<file path="src/rtl/vga_timing_pkg.sv">
// Shared 640x480@60 raster constants, coordinate width and frame-total helpers
// for the VGA timing generator and the pixel logic that consumes its coordinates.
package vga_timing_pkg;

    localparam int unsigned CoordW   = 10;
    localparam int unsigned MaxTotal = 1 << CoordW;

    localparam int unsigned DefHActive = 640;
    localparam int unsigned DefHFront  = 16;
    localparam int unsigned DefHSync   = 96;
    localparam int unsigned DefHBack   = 48;

    localparam int unsigned DefVActive = 480;
    localparam int unsigned DefVFront  = 10;
    localparam int unsigned DefVSync   = 2;
    localparam int unsigned DefVBack   = 33;

    function automatic int unsigned h_total(input int unsigned active, input int unsigned front,
                                            input int unsigned sync, input int unsigned back);
        return active + front + sync + back;
    endfunction

    function automatic int unsigned v_total(input int unsigned active, input int unsigned front,
                                            input int unsigned sync, input int unsigned back);
        return active + front + sync + back;
    endfunction

endpackage

</file>
<file path="src/rtl/pixel_tick_gen.sv">
// Prescaler dividing the system clock down to the pixel rate; pixel_tick is high
// for one clock in every CLK_DIV and held low while reset is asserted.
module pixel_tick_gen #(
    parameter int unsigned CLK_DIV = 2
) (
    input  logic Clock,
    input  logic reset,
    output logic pixel_tick
);

    localparam int unsigned DivW = (CLK_DIV > 1) ? $clog2(CLK_DIV) : 1;
    localparam logic [DivW-1:0] DivLast = DivW'(CLK_DIV - 1);

    logic [DivW-1:0] div_q, div_d;
    logic            at_last;

    assign at_last = (div_q == DivLast);

    always_comb begin
        div_d = at_last ? '0 : div_q + DivW'(1);
    end

    always_ff @(posedge Clock or negedge reset) begin
        if (!reset) begin
            div_q <= '0;
        end else begin
            div_q <= div_d;
        end
    end

    // With CLK_DIV = 1 the divider sits at its last value even in reset, so gate it.
    assign pixel_tick = reset && at_last;

endmodule

</file>
<file path="src/rtl/vga_timing.sv">
// Raster timing generator: pixel/line counters, sync and blanking decode, and
// line/frame strobes for a 640x480@60 frame (parameterisable).
module vga_timing
    import vga_timing_pkg::*;
#(
    parameter int unsigned H_ACTIVE = DefHActive,
    parameter int unsigned H_FRONT  = DefHFront,
    parameter int unsigned H_SYNC   = DefHSync,
    parameter int unsigned H_BACK   = DefHBack,
    parameter int unsigned V_ACTIVE = DefVActive,
    parameter int unsigned V_FRONT  = DefVFront,
    parameter int unsigned V_SYNC   = DefVSync,
    parameter int unsigned V_BACK   = DefVBack,
    parameter int unsigned CLK_DIV  = 2,
    parameter bit          SYNC_POL = 1'b0
) (
    input  logic              Clock,
    input  logic              reset,
    output logic              pixel_tick,
    output logic              hsync,
    output logic              vsync,
    output logic              video_on,
    output logic [CoordW-1:0] pixel_x,
    output logic [CoordW-1:0] pixel_y,
    output logic              line_start,
    output logic              frame_start
);

    localparam int unsigned H_TOTAL = h_total(H_ACTIVE, H_FRONT, H_SYNC, H_BACK);
    localparam int unsigned V_TOTAL = v_total(V_ACTIVE, V_FRONT, V_SYNC, V_BACK);

    if (H_TOTAL > MaxTotal || V_TOTAL > MaxTotal) begin : g_bad_total
        $error("vga_timing: H_TOTAL/V_TOTAL exceed the 10-bit coordinate range");
    end
    if (CLK_DIV < 1) begin : g_bad_div
        $error("vga_timing: CLK_DIV must be at least 1");
    end

    localparam logic [CoordW-1:0] HLast      = CoordW'(H_TOTAL - 1);
    localparam logic [CoordW-1:0] VLast      = CoordW'(V_TOTAL - 1);
    localparam logic [CoordW-1:0] HActive    = CoordW'(H_ACTIVE);
    localparam logic [CoordW-1:0] VActive    = CoordW'(V_ACTIVE);
    localparam logic [CoordW-1:0] HSyncStart = CoordW'(H_ACTIVE + H_FRONT);
    localparam logic [CoordW-1:0] HSyncEnd   = CoordW'(H_ACTIVE + H_FRONT + H_SYNC);
    localparam logic [CoordW-1:0] VSyncStart = CoordW'(V_ACTIVE + V_FRONT);
    localparam logic [CoordW-1:0] VSyncEnd   = CoordW'(V_ACTIVE + V_FRONT + V_SYNC);

    logic [CoordW-1:0] x_q, x_d;
    logic [CoordW-1:0] y_q, y_d;
    logic              hsync_q, hsync_d;
    logic              vsync_q, vsync_d;
    logic              video_on_q, video_on_d;

    pixel_tick_gen #(
        .CLK_DIV (CLK_DIV)
    ) u_pixel_tick_gen (
        .Clock      (Clock),
        .reset      (reset),
        .pixel_tick (pixel_tick)
    );

    // Sync/blank flags decode the next-state counters so they line up with the coordinates.
    always_comb begin
        x_d = x_q;
        y_d = y_q;
        if (pixel_tick) begin
            if (x_q == HLast) begin
                x_d = '0;
                y_d = (y_q == VLast) ? '0 : y_q + CoordW'(1);
            end else begin
                x_d = x_q + CoordW'(1);
            end
        end
        hsync_d    = (x_d >= HSyncStart && x_d < HSyncEnd) ? SYNC_POL : ~SYNC_POL;
        vsync_d    = (y_d >= VSyncStart && y_d < VSyncEnd) ? SYNC_POL : ~SYNC_POL;
        video_on_d = (x_d < HActive) && (y_d < VActive);
    end

    always_ff @(posedge Clock or negedge reset) begin
        if (!reset) begin
            x_q        <= '0;
            y_q        <= '0;
            hsync_q    <= ~SYNC_POL;
            vsync_q    <= ~SYNC_POL;
            video_on_q <= 1'b1;
        end else begin
            x_q        <= x_d;
            y_q        <= y_d;
            hsync_q    <= hsync_d;
            vsync_q    <= vsync_d;
            video_on_q <= video_on_d;
        end
    end

    assign pixel_x     = x_q;
    assign pixel_y     = y_q;
    assign hsync       = hsync_q;
    assign vsync       = vsync_q;
    assign video_on    = video_on_q;
    assign line_start  = pixel_tick && (x_q == HLast);
    assign frame_start = line_start && (y_q == VLast);

endmodule

</file>
<file path="config.mk">
export PLATFORM = sky130hd
export DESIGN_NAME = vga_timing
export DESIGN_NICKNAME = d
export VERILOG_FILES = /design/src/rtl/vga_timing_pkg.sv /design/src/rtl/pixel_tick_gen.sv /design/src/rtl/vga_timing.sv
export SDC_FILE = /design/constraint.sdc
export NUM_CORES = 1
export LEC_CHECK = 0
export ABC_AREA = 1
export ABC_CLOCK_PERIOD_IN_PS = 3100
export CELL_PAD_IN_SITES_DETAIL_PLACEMENT = 0
export CELL_PAD_IN_SITES_GLOBAL_PLACEMENT = 1
export CORE_MARGIN = 1.5
export CORE_UTILIZATION = 45
export CTS_BUF_LIST = sky130_fd_sc_hd__clkbuf_8
export DETAILED_ROUTE_END_ITERATION = 10
export DONT_BUFFER_PORTS = 1
export PLACE_DENSITY = 0.75
export SLEW_MARGIN = 10
export SYNTH_ARGS = -nofsm -noshare
export SYNTH_HDL_FRONTEND = slang
export SYNTH_SLANG_ARGS = --single-unit
</file>
<file path="constraint.sdc">
create_clock -name Clock -period 3.1 [get_ports Clock]
set_input_delay 0 -clock Clock [delete_from_list [all_inputs] [get_ports Clock]]
set_output_delay 0 -clock Clock [all_outputs]
set_load 0.02 [all_outputs]
</file>
==> flow_summary.yaml <==
worst_setup_path:
  crit_buf_inv: 3
  crit_path_start_kind: "flop"
  worst-setup-path-type: "reg -> reg"
  end_kind: "flop"
  reg2reg_from: "pixel_y[0]$_DFF_PN0_"
  cp_slowest_stage_delay_ns: 0.50
  reg2reg_depth: 11
  worst-endpoint-required_ns: 3.29
  cp.arrival_ns: 2.17
  r2r_slack_ns: 1.11
  crit_path_top_delay_cell: "sky130_fd_sc_hd__dfrtp_1"
  worst_r2r_endpoint: "vsync$_DFF_PN1_"
  timing.critical_path.max_delay_family: "simple AND/OR/NAND/NOR gates"
  cp_cell_sequence: "inv_1 -> ha_1 -> nand3_1 -> nor2_1 -> inv_1 -> nor2_4 -> inv_2 -> nand2_2 -> nand2_1 -> nor2_1 -> nand3_1"
  crit_fanout: 5
clock_tree:
  cts.sink_count: 24
  tritoncts_clock_tree: "yes"
  post_cts_resize_count: 0
  worst_skew_pair.late_latency_ns: 0.27
  cts-root-buf: "sky130_fd_sc_hd__clkbuf_8"
  clkSlewWorstSetupHoldPaths_ns: 0.08
  clock_buffers_created_by_tritoncts: 3
  htree_num_levels: 1
  cts_buffer_depth: 2
synth:
  post_synth_inst_count: 203
  synth_seq_area_share: 0.4093
  synth_cell_types: 24
  ys_seq_elements: 24
  synth_top_cell_by_area: "sky130_fd_sc_hd__dfrtp_1"
  synthesized_area_per_cell_um2: 7.273
  netlist_area_um2: 1476
  synth_top_cell_area_share: 0.3559
  synth_warnings: 0
  netlist_top_cells_area: "sky130_fd_sc_hd__dfrtp_1 36%, sky130_fd_sc_hd__nand2_1 11%, sky130_fd_sc_hd__inv_1 9.7%, sky130_fd_sc_hd__nand3_1 7.8%, sky130_fd_sc_hd__nor2_1 5.8%"
  synth.net_count: 208
floorplanning:
  core_area_um2: 3078
  dieArea_um2: 3634
  floorplan.rows: 20
  floorplan.die.width_um: 60.28
  chip_height_um: 60.28
  initial_core_util: 0.4797
  pin_count: 28
timing:
  finalSetupViolations: 0
  hold_viol: 0
  maxClockFrequency_mhz: 503.2
  finalMaxSlewViolations: 0
  grt_setup_unrepaired: "no"
  relSlewSlack: 0.6366
  tightestPinTransition_ns: 0.5451
  final.period_utilization: 0.6410
  final.setup.worst_slack_ns: 1.113
  skew_final_ns: 0.005726
  final.setup.tns_ns: 0
  final.min_clock_period_ns: 1.987
grt:
  grt_max_degree: 25
  first_global_vias: 1210
  antenna_found_initial: 0
  globalRouteOverflowTotal: 0
  grt_first_pass_wirelength_um: 5485
  track_usage: 0.2028
route:
  avgViaCountPerCell: 5.036
  routedWlPerCell_um: 12.94
  ant_nets: 0
  route.detailed.drc: 0
  dr.pass1.iters: 4
  drt-total-wl_um: 3275
  detail_route.iter0.violations: 114
  detailroute.via_count: 1274
worst_hold_path:
  min-delay-path-class: "in -> reg"
  min-delay-start: "reset"
  hold_path_depth: 3
  worstHoldEndpoint: "pixel_x[1]$_DFF_PN0_"
job:
  cap_viol_max_count: 0
power:
  max-vdd-ir-drop_uv: 199.4
  pwr_density_cell_nw_per_um2: 573.7
  p_leak_nw: 0.8272
place:
  post-place-ws_ns: 1.094
  detailed_place_hpwl_um: 2523
  io_buffers: 0
  gp_congestion: 0.8016
layout:
  drive_gt1_frac: 0.1483
  leading_cell_type_in_the_layout_fill_and_taps_excluded: "sky130_fd_sc_hd__nand2_1"
  fillCellCount: 309
  layout.cells.most_common_list: "44 x sky130_fd_sc_hd__nand2_1, 38 x sky130_fd_sc_hd__inv_1, 23 x sky130_fd_sc_hd__nor2_1, 23 x sky130_fd_sc_hd__nand3_1, 21 x sky130_fd_sc_hd__dfrtp_1"
  insertedDiodeCount: 0
  num-nets-final: 215
  syn2layout_area_growth_pct: 9.576
outcome:
  run_status: "complete, no violations"
-- worst max path at each step --
stage	from	to	slack, ns	depth (start not counted)
finish	pixel_y[0]$_DFF_PN0_	vsync$_DFF_PN1_	1.11	11
CTS	pixel_x[0]$_DFF_PN0_	vsync$_DFF_PN1_	1.08	12
floorplan	pixel_x[0]$_DFF_PN0_	vsync$_DFF_PN1_	1.38	12
global placement	pixel_y[0]$_DFF_PN0_	vsync$_DFF_PN1_	1.09	11
detailed placement	pixel_x[0]$_DFF_PN0_	vsync$_DFF_PN1_	1.09	12
global route	pixel_y[0]$_DFF_PN0_	vsync$_DFF_PN1_	0.91	11
-- per-layer routing --
metal,global-route usage,vias to the layer above,routed length (um)
met5,0,-,0
li1,-,642,-
met3,0.04545,4,179
met1,0.2464,592,1397
met2,0.3463,36,1654
met4,0.07619,0,43
-- registers in the layout, summed over array words and instances (netlist names) --
name and flops:
hsync 1, pixel_x 10, pixel_y 10, u_pixel_tick_gen.at_last 1, video_on 1, vsync 1
-- power by group --
part	switching [mW]	internal, mW	leakage [nW]	total (mW)
registers	0.122	0.362	0.243	0.484
clock network	0.0997	0.173	0.0357	0.272
logic	0.115	0.0560	0.548	0.171
total	0.337	0.591	0.827	0.928
-- synthesized netlist by cell type (all sizes together) --
library cell,number
nand2,49
inv,45
nor2,31
nand3,25
dfrtp,21
o21ai,7
nand4,5
a21oi,4
dfstp,3
ha,3
nor3,3
nand3b,2
xor2,2
and2,1
nor3b,1
o21bai,1
-- through the flow --
step	total power [mW]	hold slack (ns)	cells	instance area (um^2)	utilization
global route	0.9991	0.1137	253	1618	0.5256
floorplan	0.6105	-0.2956	203	1476	-
CTS	0.9394	0.07508	252	1613	0.5240
global placement	0.6527	-0.2951	247	1531	0.4976
finish	0.9282	0.08323	253	1618	0.5256
detailed placement	0.6548	-0.2951	247	1531	0.4976
-- area by class of cell --
| type | count | area (um^2) | share of cell area |
|---|---|---|---|
| multi-input cells | 134 | 703.2 | 0.4346 |
| flip-flops and latches | 24 | 604.3 | 0.3736 |
| inverters | 45 | 168.9 | 0.1044 |
| well taps | 44 | 55.05 | 0.03403 |
| clock buffers | 3 | 41.29 | 0.02552 |
| clock inverters | 1 | 30.03 | 0.01856 |
| repair buffers | 2 | 15.01 | 0.009281 |
-- cell families after synthesis --
group | after synthesis | share of synthesized area
flops | 24 | 0.4093
fa+ha+maj | 3 | 0.02543
xor+xnor | 2 | 0.01187
buf+inv | 45 | 0.1144
compound gates | 12 | 0.04491
simple gates | 117 | 0.3941
-- repair_timing --
item | 4_1_cts | 5_1_grt
setup buffers | 0 | 0
hold buffers | 1 | 1
endpoints found under the hold margin | 24 | 21
-- worst reg2reg max path: stages (launching register included) --
cell and delay [ns]:
sky130_fd_sc_hd__dfrtp_1 0.50, sky130_fd_sc_hd__inv_1 0.13, sky130_fd_sc_hd__ha_1 0.17, sky130_fd_sc_hd__nand3_1 0.08, sky130_fd_sc_hd__nor2_1 0.24, sky130_fd_sc_hd__inv_1 0.16, sky130_fd_sc_hd__nor2_4 0.25, sky130_fd_sc_hd__inv_2 0.05
sky130_fd_sc_hd__nand2_2 0.08, sky130_fd_sc_hd__nand2_1 0.05, sky130_fd_sc_hd__nor2_1 0.12, sky130_fd_sc_hd__nand3_1 0.09
Power figures use the tool's default switching activity.
